$ cat config.mk
export PLATFORM = sky130hd
export DESIGN_NAME = sensor_adc_sampler
export DESIGN_NICKNAME = d
export VERILOG_FILES = /design/src/rtl/sensor_adc_sampler.sv
export SDC_FILE = /design/constraint.sdc
export NUM_CORES = 1
export LEC_CHECK = 0
export BUFFER_PORTS_ARGS = -buffer_cell sky130_fd_sc_hd__buf_2
export CAP_MARGIN = 20
export CORE_ASPECT_RATIO = 1.75
export CORE_UTILIZATION = 59
export DETAILED_ROUTE_END_ITERATION = 16
export PLACE_DENSITY = 0.83
export SYNTH_ARGS = -nofsm -noshare
export SYNTH_HDL_FRONTEND = slang
export SYNTH_SLANG_ARGS = --single-unit
$ cat constraint.sdc
create_clock -name clk_3M -period 3.3 [get_ports clk_3M]
set_input_delay 0.66 -clock clk_3M [delete_from_list [all_inputs] [get_ports clk_3M]]
set_output_delay 0.66 -clock clk_3M [all_outputs]
set_load 0.02 [all_outputs]
$ cat src/rtl/sensor_adc_sampler.sv
// Periodic 16-bit serial read of the optical-sensor ADC, triggered every DECIM sensor_clk ticks,
// result presented on a valid/ready port. Optional frame averaging with `define SENSOR_AVG_EN.
module sensor_adc_sampler #(
  parameter int DATA_W     = 12,
  parameter int FRAME_BITS = 16,
  parameter int DECIM      = 4,
  parameter int AVG_LOG2   = 2
) (
  input  logic              clk_3M,
  input  logic              reset,
  input  logic              sensor_clk,
  input  logic              enable,
  output logic              adc_cs_n,
  output logic              adc_sclk,
  input  logic              adc_sdata,
  output logic [DATA_W-1:0] sample,
  output logic              sample_valid,
  input  logic              sample_ready,
  output logic              busy,
  output logic              overrun,
  input  logic              overrun_clr,
  output logic [1:0]        state_dbg
);

  // Handshake: the consumer takes sample on any clk_3M edge where sample_valid && sample_ready;
  // sample is held while valid && !ready, except that a newly completed result replaces it.

  localparam logic [1:0] ST_IDLE  = 2'd0;
  localparam logic [1:0] ST_SETUP = 2'd1;
  localparam logic [1:0] ST_SHIFT = 2'd2;
  localparam logic [1:0] ST_QUIET = 2'd3;

  localparam int TICK_W = (DECIM > 1) ? $clog2(DECIM) : 1;
  localparam int CNT_W  = $clog2(2 * FRAME_BITS);
  // An illegal parameter set never starts a frame.
  localparam bit CFG_OK = (DECIM >= 1) && (DATA_W <= FRAME_BITS) && (AVG_LOG2 >= 0);

  logic [TICK_W-1:0]     tick_cnt;
  logic                  trigger;
  logic [1:0]            state;
  logic [CNT_W-1:0]      phase_cnt;
  logic [FRAME_BITS-1:0] shift_reg;
  logic                  frame_done;
  logic [DATA_W-1:0]     frame_data;
  logic                  result_load;
  logic [DATA_W-1:0]     result_data;
  logic                  ovr_set;

  // ---------------------------------------------------------------- tick decimator
  assign trigger = CFG_OK && enable && sensor_clk &&
                   (tick_cnt == TICK_W'(DECIM - 1));

  always_ff @(posedge clk_3M or posedge reset) begin
    if (reset) begin
      tick_cnt <= '0;
    end else if (!enable) begin
      tick_cnt <= '0;
    end else if (sensor_clk) begin
      if (tick_cnt == TICK_W'(DECIM - 1)) tick_cnt <= '0;
      else                                tick_cnt <= tick_cnt + 1'b1;
    end
  end

  // ---------------------------------------------------------------- serial frame FSM
  assign frame_done = (state == ST_SHIFT) &&
                      (phase_cnt == CNT_W'(2 * FRAME_BITS - 1));
  assign frame_data = shift_reg[DATA_W-1:0];

  always_ff @(posedge clk_3M or posedge reset) begin
    if (reset) begin
      state     <= ST_IDLE;
      phase_cnt <= '0;
      shift_reg <= '0;
      adc_cs_n  <= 1'b1;
      adc_sclk  <= 1'b1;
    end else begin
      case (state)
        ST_IDLE: begin
          if (trigger) begin
            state     <= ST_SETUP;
            adc_cs_n  <= 1'b0;
            adc_sclk  <= 1'b1;
            shift_reg <= '0;
          end
        end
        ST_SETUP: begin
          state     <= ST_SHIFT;
          adc_sclk  <= 1'b0;
          phase_cnt <= '0;
        end
        ST_SHIFT: begin
          if (frame_done) begin
            state    <= ST_QUIET;
            adc_cs_n <= 1'b1;
            adc_sclk <= 1'b1;
          end else begin
            phase_cnt <= phase_cnt + 1'b1;
            adc_sclk  <= ~adc_sclk;
            // ADC data changed on the preceding SCLK fall; capture as SCLK rises.
            if (!adc_sclk) shift_reg <= {shift_reg[FRAME_BITS-2:0], adc_sdata};
          end
        end
        ST_QUIET: begin
          state <= ST_IDLE;
        end
        default: begin
          state    <= ST_IDLE;
          adc_cs_n <= 1'b1;
          adc_sclk <= 1'b1;
        end
      endcase
    end
  end

  assign busy      = (state != ST_IDLE);
  assign state_dbg = state;

  // ---------------------------------------------------------------- result path
`ifdef SENSOR_AVG_EN
  localparam int ACC_W = DATA_W + AVG_LOG2;
  localparam int FRM_W = (AVG_LOG2 > 0) ? AVG_LOG2 : 1;

  logic [ACC_W-1:0] acc;
  logic [ACC_W-1:0] acc_sum;
  logic [FRM_W-1:0] frm_cnt;
  logic             frm_last;

  assign acc_sum     = acc + ACC_W'(frame_data);
  assign frm_last    = (frm_cnt == FRM_W'((1 << AVG_LOG2) - 1));
  assign result_load = frame_done && frm_last;
  assign result_data = DATA_W'(acc_sum >> AVG_LOG2);

  always_ff @(posedge clk_3M or posedge reset) begin
    if (reset) begin
      acc     <= '0;
      frm_cnt <= '0;
    end else if (frame_done) begin
      if (frm_last) begin
        acc     <= '0;
        frm_cnt <= '0;
      end else begin
        acc     <= acc_sum;
        frm_cnt <= frm_cnt + 1'b1;
      end
    end
  end
`else
  assign result_load = frame_done;
  assign result_data = frame_data;
`endif

  // A result landing on an unaccepted one, or a trigger while a frame is in flight, is an overrun.
  assign ovr_set = (trigger && (state != ST_IDLE)) ||
                   (result_load && sample_valid && !sample_ready);

  always_ff @(posedge clk_3M or posedge reset) begin
    if (reset) begin
      sample       <= '0;
      sample_valid <= 1'b0;
      overrun      <= 1'b0;
    end else begin
      if (result_load) begin
        sample       <= result_data;
        sample_valid <= 1'b1;
      end else if (sample_valid && sample_ready) begin
        sample_valid <= 1'b0;
      end

      if (ovr_set)          overrun <= 1'b1;
      else if (overrun_clr) overrun <= 1'b0;
    end
  end

endmodule

==> summary.md, run 1 <==
| Metric | Value |
|---|---|
| Status | `finished, final reports clean` |
| Cell mode on critical path | `ha_1` |
| Hold buffer count at cts | `0` |
| Post-synth EDFFs | `0` |
| Post-layout nets | `161` |
| Worst Tran Pin Value | `0.6481 ns` |
| TNS Setup | `0 ns` |
| Fmax | `442.3 MHz` |
| Maximum root-to-sink buffer count | `2` |
| TritonCTS buffer count | `5` |
| Initial antenna violation count | `0` |
| Fillers | `191` |
| Req. time, crit path | `3.48 ns` |
| Layout cells sized above 1 | `0.3649` |
| Clock Latency Late Sink | `0.29 ns` |
| Critical Path Start Type | `register` |
| RSZ-0062 raised after global routing | `false` |
| Initial DRC Count | `21` |
| Reg-to-Reg End | `shift_reg[1]` |
| Worst vdd ir | `0.6897 mV` |
| Remaining global-route overflow | `0` |
| Width of the chip | `41.66 microns` |
| Design area | `1829 sq um` |
| Distinct cells, synth | `28` |
| Syn nets | `134` |
| Vias | `1,044` |
| Hpwl dp | `2.074 mm` |
| CTS H-tree depth | `2` |
| RR Startpoint | `phase_cnt[0]` |
| CP max-delay cell | `or3b_4` |
| Antenna cells | `0` |
| DR WL/cell | `16.37 microns` |
| Hold Slack | `0.4541 ns` |
| Flop2flop setup slack | `1.04 ns` |
| Top Family by Delay on Critical Path | `simple AND/OR/NAND/NOR gates` |
| Clk slew on worst S/H paths | `0.07 ns` |
| PwrDens | `687.1 nW/um^2` |
| Fin. max-slew vios | `0` |
| Top Ports | `26` |
| Resize count post-CTS | `0` |
| Sequential-to-total area share from yosys stat | `0.5716` |
| Number of post-CTS setup repair buffers | `0` |
| CP peak stage delay | `0.44 ns` |
| Netlist Area Pre-Place | `1624 sq um` |
| CP Data Arrival Time | `2.44 ns` |
| Final Hold Viols | `0` |
| Syn avg cell area | `13.53 sq um` |
| CTS tree | `yes` |
| Largest net degree at the start of global routing | `21` |
| Final WL | `2.848 mm` |
| Final ANT Viol Nets | `0` |
| Total power | `1.257 mW` |
| Row count | `24` |
| Die Height | `71.41 microns` |
| Core outline area | `2552 sq um` |
| CP endpoint kind | `register` |
| Ys flop type | `dfrtp_1` |
| Vias per cell | `6.000` |
| Min cycle time layout | `2.261 ns` |
| Worst hold path type | `input pin to async pin` |
| Yosys reg bits | `37` |
| DRC | `0` |
| CTS root buf | `clkbuf_8` |
| Rel. slew slack | `0.5674` |
| Maxcap violations | `0` |
| Vias in the first global route | `1,057` |
| DP Area | `1747 sq um` |
| Async set or reset register ratio after synthesis | `1.000` |
| CP max FO | `12` |
| Die area | `2975 sq um` |
| Setup Viol. Count Final | `0` |
| GP Congestion | `0.6567` |
| Setup crit start | `phase_cnt[0]` |
| Area delta synth->final | `12.63%` |
| Worst R2R Path Depth | `6` |
| Critical Path, Cell by Cell | `ha_1 > and3_1 > ha_1 > or3b_4 > a22o_1 > a22o_2` |
| Mapped Cells | `120` |
| First-pass GRT wire length | `5.099 mm` |
| Crit Path Class | `register to register` |
| Period utilization | `0.6851` |
| Worst Path Buf+Inv | `0` |
| Initial Util | `0.6363` |
| Total track usage | `0.2262` |
| Pre-antenna DRT Iters | `4` |
| Port buffer count | `25` |
| YS warnings | `0` |
| CTS Sinks | `37` |
| Setup Skew | `0.004715 ns` |
| Utilization after layout | `0.7167` |
| LEAKAGE | `0.9933 nW` |
==> stage by stage <==
step	setup WS, ns	instances
2_1_floorplan	1.176	120
4_1_cts	1.042	174
3_3_place_gp	1.132	166
3_5_place_dp	1.054	166
6_report	1.039	174
5_1_grt	0.9005	174
==> cells by family after synthesis <==
family | after synthesis | share of synthesized area
buf+inv | 10 | 0.03544
xor+xnor | 1 | 0.005394
simple gates | 18 | 0.06703
flops | 37 | 0.5716
compound gates | 27 | 0.1310
mux | 20 | 0.1356
fa+ha+maj | 7 | 0.05393
==> cell usage in the layout, fill, tap and decap left out, drive strengths merged, types with 2 or more instances in the layout <==
cell type and count:
a21o 2, a21oi 7, a22o 16, buf 26
clkbuf 6, clkinv 2, dfrtp 35, dfstp 2
ha 7, inv 4, mux2 16, mux2i 4
nand2 3, nand2b 4, nor2 2, nor2b 3
==> layer usage <==
metal  track usage  up-vias  wire, microns
met4       0.09677        0             43
li1              -      484              -
met1        0.2788      527           1146
met2        0.3872       28           1574
met3       0.03778        5             84
met5             0        -              0
==> power by group <==
group          switching [mW]  total [mW]  leakage, nW  internal (mW)
clock                   0.154       0.301       0.0450          0.146
combinational           0.226       0.393        0.447          0.167
sequential             0.0537       0.564        0.501          0.510
==> worst max path at each step <==
stage                    endpoint  slack, ns  cells after the start
global placement     shift_reg[1]       1.13                      6
global route         shift_reg[0]       0.90                      6
detailed placement   shift_reg[1]       1.05                      6
finish               shift_reg[1]       1.04                      6
floorplan           shift_reg[11]       1.18                      8
CTS                  shift_reg[0]       1.04                      6
==> cell usage after synthesis (all sizes together) (2+ instances only) <==
master	count	area (sq um)
a21o	2	15.01
a22o	16	141.4
dfstp	2	52.55
nor2b	3	18.77
mux2	16	180.2
mux2i	4	40.04
nor2	2	7.510
dfrtp	35	875.8
a21oi	7	38.79
clkbuf	2	7.510
inv	4	15.01
nand2b	4	25.02
ha	7	87.58
buf	4	35.03
nand2	3	11.26
==> final cells by class <==
type                            instances  area [sq um]  area share
Timing Repair Buffer                   26         132.6     0.07250
Clock inverter                          2         10.01    0.005472
Tap cell                               26         32.53     0.01778
Clock buffer                            6         72.57     0.03967
Sequential cell                        37         928.4      0.5075
Multi-Input combinational cell         73         638.1      0.3488
Inverter                                4         15.01    0.008208
Power figures use the tool's default switching activity.
==> run 2, diff against run 1 <==
--- a/config.mk
+++ b/config.mk
@@ -8,9 +8,9 @@
 export BUFFER_PORTS_ARGS = -buffer_cell sky130_fd_sc_hd__buf_2
 export CAP_MARGIN = 20
 export CORE_ASPECT_RATIO = 1.75
-export CORE_UTILIZATION = 59
+export CORE_UTILIZATION = 55
 export DETAILED_ROUTE_END_ITERATION = 16
-export PLACE_DENSITY = 0.83
+export PLACE_DENSITY = 0.78
 export SYNTH_ARGS = -nofsm -noshare
 export SYNTH_HDL_FRONTEND = slang
 export SYNTH_SLANG_ARGS = --single-unit
==> constraint.sdc (replaced) <==
create_clock -name clk_3M -period 2.4 [get_ports clk_3M]
set_input_delay 0.48 -clock clk_3M [delete_from_list [all_inputs] [get_ports clk_3M]]
set_output_delay 0.48 -clock clk_3M [all_outputs]
set_load 0.02 [all_outputs]
==> run 2 against run 1 <==
  * Non-clock buffer count increased by 4
  * First-iteration DRC count grew 62%
  * Count of clock-buffer cells in the layout did not move
  * Global-route usage decreased by 1.8 points
  * Via count grew 1.1%
  * Sequential cell count stayed put
  * Total power increased by 49%
  * Combinational power is 39% higher
  * Highest routed layer unchanged
  * Die area rose by 7.0%
  * Sequential power grew 37%
==> summary.md, run 2 (synthesis results as in run 1) <==
| Metric | Value |
|---|---|
| Critical Path Start Type | `register (unchanged)` |
| Area of the multi-input gates | `638.1 sq um (unchanged)` |
| Hpwl dp | `1.994 mm (was 2.074 mm)` |
| PwrDens | `989.5 nW/um^2 (was 687.1 nW/um^2)` |
| CTS tree | `yes (unchanged)` |
| CP endpoint kind | `register (unchanged)` |
| Sequential power share | `0.411 (was 0.449)` |
| Core outline area | `2753 sq um (was 2552 sq um)` |
| Req. time, crit path | `2.58 ns (was 3.48 ns)` |
| Internal | `1.278 mW (was 0.8233 mW)` |
| Area delta synth->final | `16.87% (was 12.63%)` |
| DR WL/cell | `15.53 microns (was 16.37 microns)` |
| Routed metal-1 wire length | `1.125 mm (was 1.146 mm)` |
| TritonCTS buffer count | `5 (unchanged)` |
| Most frequent cells in the layout | `dfrtp_1, buf_2, mux2_2 (unchanged)` |
| RSZ-0062 raised after global routing | `false (unchanged)` |
| Remaining global-route overflow | `0 (unchanged)` |
| Port buffer count | `25 (unchanged)` |
| Worst Tran Pin Value | `0.4754 ns (was 0.6481 ns)` |
| Layout cells sized above 1 | `0.3882 (was 0.3649)` |
| Maximum root-to-sink buffer count | `2 (unchanged)` |
| CP Data Arrival Time | `2.28 ns (was 2.44 ns)` |
| Fillers | `217 (was 191)` |
| Final Hold Viols | `0 (unchanged)` |
| Total track usage | `0.2085 (was 0.2262)` |
| Worst hold path type | `input pin to async pin (unchanged)` |
| First-pass GRT wire length | `4.816 mm (was 5.099 mm)` |
| Most common cell after layout, fill and taps aside | `dfrtp_1 (unchanged)` |
| Fmax | `475.2 MHz (was 442.3 MHz)` |
| Vias per cell | `5.894 (was 6.000)` |
| Sequential cell area | `928.4 sq um (unchanged)` |
| Utilization after layout | `0.6895 (was 0.7167)` |
| CTS root buf | `clkbuf_8 (unchanged)` |
| Die Height | `73.89 microns (was 71.41 microns)` |
| GP Congestion | `0.7073 (was 0.6567)` |
| CTS Sinks | `37 (unchanged)` |
| Cell mode on critical path | `ha_1 (unchanged)` |
| Clk slew on worst S/H paths | `0.08 ns (was 0.07 ns)` |
| Maxcap violations | `0 (unchanged)` |
| Top Ports | `26 (unchanged)` |
| Clock share of power | `0.298 (was 0.239)` |
| Clock Latency Late Sink | `0.29 ns (about the same)` |
| Rel. slew slack | `0.6831 (was 0.5674)` |
| Total power | `1.878 mW (was 1.257 mW)` |
| Worst vdd ir | `0.8870 mV (was 0.6897 mV)` |
| Row count | `25 (was 24)` |
| Initial Util | `0.5900 (was 0.6363)` |
| Initial antenna violation count | `0 (unchanged)` |
| Sw Pwr | `0.6006 mW (was 0.4336 mW)` |
| Antenna cells | `0 (unchanged)` |
| Resize count post-CTS | `0 (unchanged)` |
| CTS H-tree depth | `2 (unchanged)` |
| DRC | `0 (unchanged)` |
| Period utilization | `0.8768 (was 0.6851)` |
| Width of the chip | `43.08 microns (was 41.66 microns)` |
| Vias | `1,055 (was 1,044)` |
| Vias in the first global route | `1,076 (was 1,057)` |
| Post-layout nets | `165 (was 161)` |
| Critical Path, Cell by Cell | `ha_1 > and3_1 > ha_1 > or3b_4 > a22o_1 > a22o_2 (unchanged)` |
| Initial DRC Count | `34 (was 21)` |
| LEAKAGE | `1.025 nW (was 0.9933 nW)` |
| Hold buffer count at cts | `0 (unchanged)` |
| Metal2 WL | `1.513 mm (was 1.574 mm)` |
| Crit Path Class | `register to register (unchanged)` |
| Min cycle time layout | `2.104 ns (was 2.261 ns)` |
| TNS Setup | `0 ns (unchanged)` |
| Die area | `3183 sq um (was 2975 sq um)` |
| Hold Slack | `0.2706 ns (was 0.4541 ns)` |
| Largest net degree at the start of global routing | `38 (was 21)` |
| Number of post-CTS setup repair buffers | `0 (unchanged)` |
| Switching share of power | `0.3198 (was 0.3450)` |
| CP max-delay cell | `dfrtp_1 (was or3b_4)` |
| Status | `finished, final reports clean (unchanged)` |
| Fin. max-slew vios | `0 (unchanged)` |
| Final ANT Viol Nets | `0 (unchanged)` |
| CP max FO | `12 (unchanged)` |
| Combinational Power Share | `0.291 (was 0.312)` |
| CP peak stage delay | `0.42 ns (was 0.44 ns)` |
| Met3 WL | `87 microns (was 84 microns)` |
| Pre-antenna DRT Iters | `4 (unchanged)` |
| Final WL | `2.779 mm (was 2.848 mm)` |
| Setup Viol. Count Final | `0 (unchanged)` |
| Top layer in use | `met4 (unchanged)` |
| Setup Skew | `0.007018 ns (was 0.004715 ns)` |
-- run 2: cell types whose count changed in the layout (fill, tap and decap cells not counted), sizes merged --
cell      before  now
clkinv         2    0
bufinv         0    1
buf           26   30
clkinvlp       0    1
-- run 2: cell type report --
| cell class | count | share of cell area |
|---|---|---|
| Clock buffer | 6 | 0.04351 |
| Clock inverter | 2 | 0.01978 |
| Inverter | 4 | 0.007910 |
| Multi-Input combinational cell | 73 | 0.3362 |
| Sequential cell | 37 | 0.4891 |
| Tap cell | 27 | 0.01780 |
| Timing Repair Buffer | 30 | 0.08570 |
-- run 2: power by group through the flow --
stage / registers [mW] / clock network, mW / logic [mW]
finish: 0.772 / 0.560 / 0.546
global route: 0.785 / 0.600 / 0.604
CTS: 0.772 / 0.571 / 0.550
detailed placement: 0.784 / 0 / 0.548
global placement: 0.778 / 0 / 0.519
floorplan: 0.798 / 0 / 0.419
-- run 2: path summary, 6_finish.rpt --
check	start	to	slack, ns	cells after the start
worst min register to register	sample[4]	sample[4]	0.50	1
worst max register to register	phase_cnt[0]	shift_reg[1]	0.30	6
max in group asynchronous	reset	adc_sclk	1.78	3
worst min-delay path	reset	shift_reg[10]	0.27	3
min in group clk_3M	adc_sdata	shift_reg[0]	0.42	2
worst max-delay path	phase_cnt[0]	shift_reg[1]	0.30	6
-- run 2: worst max-delay path, delay by kind of cell, from the launching register on --
kind                     cells  cell delay, ns
AO/OA/AOI/OAI                2            0.58
AND/OR/NAND/NOR              2            0.59
flip-flops                   1            0.42
adder cells (fa/ha/maj)      2            0.42
-- run 2: through the flow --
| step | std cells | setup slack [ns] | area (sq um) |
|---|---|---|---|
| after CTS | 179 | 0.2845 | 1898 |
| after global routing | 179 | 0.1522 | 1898 |
| after detailed placement | 171 | 0.2957 | 1778 |
| after floorplan | 120 | 0.2761 | 1624 |
| after global placement | 171 | 0.3426 | 1778 |
| final | 179 | 0.2957 | 1898 |
-- run 2: per-layer routing --
| metal | global-route usage | up-vias |
|---|---|---|
| met5 | 0 | - |
| met4 | 0.09091 | 0 |
| met3 | 0.06634 | 6 |
| met2 | 0.3586 | 19 |
| met1 | 0.2333 | 537 |
| li1 | - | 493 |
==> run 3, diff against run 2 <==
--- a/config.mk
+++ b/config.mk
@@ -8,9 +8,9 @@
 export BUFFER_PORTS_ARGS = -buffer_cell sky130_fd_sc_hd__buf_2
 export CAP_MARGIN = 20
 export CORE_ASPECT_RATIO = 1.75
-export CORE_UTILIZATION = 55
+export CORE_UTILIZATION = 59
 export DETAILED_ROUTE_END_ITERATION = 16
-export PLACE_DENSITY = 0.78
+export PLACE_DENSITY = 0.83
 export SYNTH_ARGS = -nofsm -noshare
 export SYNTH_HDL_FRONTEND = slang
 export SYNTH_SLANG_ARGS = --single-unit
==> constraint.sdc (replaced) <==
create_clock -name clk_3M -period 2.6 [get_ports clk_3M]
set_input_delay 0.52 -clock clk_3M [delete_from_list [all_inputs] [get_ports clk_3M]]
set_output_delay 0.52 -clock clk_3M [all_outputs]
set_load 0.02 [all_outputs]
==> run 3 against run 2 <==
  * Global-route usage is 1.1 points higher
  * Wire length stayed put
  * Clock skew hardly changed
  * Hold slack better by 0.048 ns
==> summary.md, run 3 (synthesis results as in run 1) <==
| Metric | Value |
|---|---|
| Worst vdd ir | `0.6464 mV (was 0.8870 mV)` |
| GP Congestion | `0.6496 (was 0.7073)` |
| Width of the chip | `41.66 microns (was 43.08 microns)` |
| Cell mode on critical path | `ha_1 (unchanged)` |
| CP peak stage delay | `0.44 ns (was 0.42 ns)` |
| Crit Path Class | `register to register (unchanged)` |
| Most common cell after layout, fill and taps aside | `dfrtp_1 (unchanged)` |
| CTS root buf | `clkbuf_8 (unchanged)` |
| Maxcap violations | `0 (unchanged)` |
| Worst hold path type | `input pin to async pin (unchanged)` |
| Top Family by Delay on Critical Path | `simple AND/OR/NAND/NOR gates (unchanged)` |
| Final ANT Viol Nets | `0 (unchanged)` |
| TritonCTS buffer count | `5 (unchanged)` |
| Switching share of power | `0.3445 (was 0.3198)` |
| Internal | `1.045 mW (was 1.278 mW)` |
| CTS tree | `yes (unchanged)` |
| Largest net degree at the start of global routing | `38 (unchanged)` |
| Most frequent cells in the layout | `dfrtp_1, buf_2, mux2_2 (unchanged)` |
| Met3 WL | `95 microns (was 87 microns)` |
| Top Ports | `26 (unchanged)` |
| Initial antenna violation count | `0 (unchanged)` |
| Remaining global-route overflow | `0 (unchanged)` |
| CP max FO | `12 (unchanged)` |
| Clock share of power | `0.239 (was 0.298)` |
| Vias | `1,035 (was 1,055)` |
| Port buffer count | `25 (unchanged)` |
| TNS Setup | `0 ns (unchanged)` |
| Number of post-CTS setup repair buffers | `0 (unchanged)` |
| Row count | `24 (was 25)` |
| RSZ-0062 raised after global routing | `false (unchanged)` |
| DRC | `0 (unchanged)` |
| Antenna cells | `0 (unchanged)` |
| Period utilization | `0.8687 (was 0.8768)` |
| Maximum root-to-sink buffer count | `2 (unchanged)` |
| First-pass GRT wire length | `4.864 mm (was 4.816 mm)` |
| Critical Path Start Type | `register (unchanged)` |
| Vias in the first global route | `1,052 (was 1,076)` |
| DR WL/cell | `15.97 microns (was 15.53 microns)` |
| CTS Sinks | `37 (unchanged)` |
| CTS H-tree depth | `2 (unchanged)` |
| Core outline area | `2552 sq um (was 2753 sq um)` |
| Rel. slew slack | `0.6177 (was 0.6831)` |
| Resize count post-CTS | `0 (unchanged)` |
| Die Height | `71.41 microns (was 73.89 microns)` |
| Fmax | `442.8 MHz (was 475.2 MHz)` |
| Top layer in use | `met4 (unchanged)` |
| Clk slew on worst S/H paths | `0.07 ns (was 0.08 ns)` |
| Vias per cell | `5.948 (was 5.894)` |
| Sequential power share | `0.451 (was 0.411)` |
| Utilization after layout | `0.7167 (was 0.6895)` |
| Hpwl dp | `1.996 mm (was 1.994 mm)` |
| PwrDens | `871.1 nW/um^2 (was 989.5 nW/um^2)` |
| CP max-delay cell | `or3b_4 (was dfrtp_1)` |
| Clock Latency Late Sink | `0.29 ns (about the same)` |
| Final Hold Viols | `0 (unchanged)` |
| Status | `finished, final reports clean (unchanged)` |
| Layout cells sized above 1 | `0.3649 (was 0.3882)` |
| Req. time, crit path | `2.78 ns (was 2.58 ns)` |
| Worst Tran Pin Value | `0.5721 ns (was 0.4754 ns)` |
| Die area | `2975 sq um (was 3183 sq um)` |
| CP Data Arrival Time | `2.44 ns (was 2.28 ns)` |
| Total track usage | `0.2192 (was 0.2085)` |
| Hold buffer count at cts | `0 (unchanged)` |
| LEAKAGE | `0.9933 nW (was 1.025 nW)` |
| Routed metal-1 wire length | `1.153 mm (was 1.125 mm)` |
| Initial DRC Count | `34 (unchanged)` |
| CP endpoint kind | `register (unchanged)` |
| Initial Util | `0.6363 (was 0.5900)` |
| Metal2 WL | `1.463 mm (was 1.513 mm)` |
| Min cycle time layout | `2.259 ns (was 2.104 ns)` |
| Critical Path, Cell by Cell | `ha_1 > and3_1 > ha_1 > or3b_4 > a22o_1 > a22o_2 (unchanged)` |
| Area delta synth->final | `12.63% (was 16.87%)` |
| Combinational Power Share | `0.310 (was 0.291)` |
| Worst Path Buf+Inv | `0 (unchanged)` |
| Fin. max-slew vios | `0 (unchanged)` |
| Post-layout nets | `161 (was 165)` |
| Setup Skew | `0.006820 ns (was 0.007018 ns)` |
| Final WL | `2.779 mm (unchanged)` |
| Setup Viol. Count Final | `0 (unchanged)` |
| Pre-antenna DRT Iters | `4 (unchanged)` |
| Sw Pwr | `0.5490 mW (was 0.6006 mW)` |
[run 3: power groups by stage]
| stage | clock (mW) | combinational, mW | sequential (mW) |
|---|---|---|---|
| 6_report | 0.380 | 0.494 | 0.719 |
| 4_1_cts | 0.387 | 0.499 | 0.717 |
| 3_5_place_dp | 0 | 0.497 | 0.727 |
| 3_3_place_gp | 0 | 0.466 | 0.717 |
| 5_1_grt | 0.414 | 0.557 | 0.726 |
| 2_1_floorplan | 0 | 0.387 | 0.736 |
[run 3: area by class of cell]
cell class,instances,area [sq um]
clock buffers,6,72.57
clock inverters,2,10.01
fillers,191,723.2
inverters,4,15.01
multi-input cells,73,638.1
flip-flops and latches,37,928.4
well taps,26,32.53
repair buffers,26,132.6
[run 3: worst paths after layout]
path,start,end,slack [ns],depth (start not counted)
max,phase_cnt[0],shift_reg[1],0.34,6
min,reset,sample[6],0.32,3
max reg2reg,phase_cnt[0],shift_reg[1],0.34,6
min reg2reg,sample[11],sample[11],0.50,1
max in group asynchronous,reset,adc_cs_n,1.94,3
min in group clk_3M,adc_sdata,shift_reg[0],0.46,2
[run 3: through the flow]
| step | area, sq um | setup WS [ns] | hold WS [ns] | cells | power, mW |
|---|---|---|---|---|---|
| detailed placement | 1747 | 0.3448 | 0.4878 | 166 | 1.224 |
| global route | 1829 | 0.2227 | 0.3739 | 174 | 1.696 |
| global placement | 1747 | 0.4323 | 0.4819 | 166 | 1.183 |
| floorplan | 1624 | 0.4761 | 0.4620 | 120 | 1.123 |
| finish | 1829 | 0.3414 | 0.3184 | 174 | 1.594 |
| CTS | 1829 | 0.3398 | 0.3346 | 174 | 1.604 |
[run 3: metal layers]
| metal | global-route usage | vias up |
|---|---|---|
| met5 | 0 | - |
| met4 | 0.1541 | 0 |
| met3 | 0.04030 | 6 |
| met2 | 0.3438 | 24 |
| met1 | 0.2704 | 517 |
| li1 | - | 488 |
[run 3: worst reg2reg max path: cells and delay by family (launching register included)]
family	cells	cell delay, ns
and+or+nand+nor	2	0.63
AOI/OAI and AO/OA	2	0.58
DFF	1	0.42
adders and majority gates	2	0.52
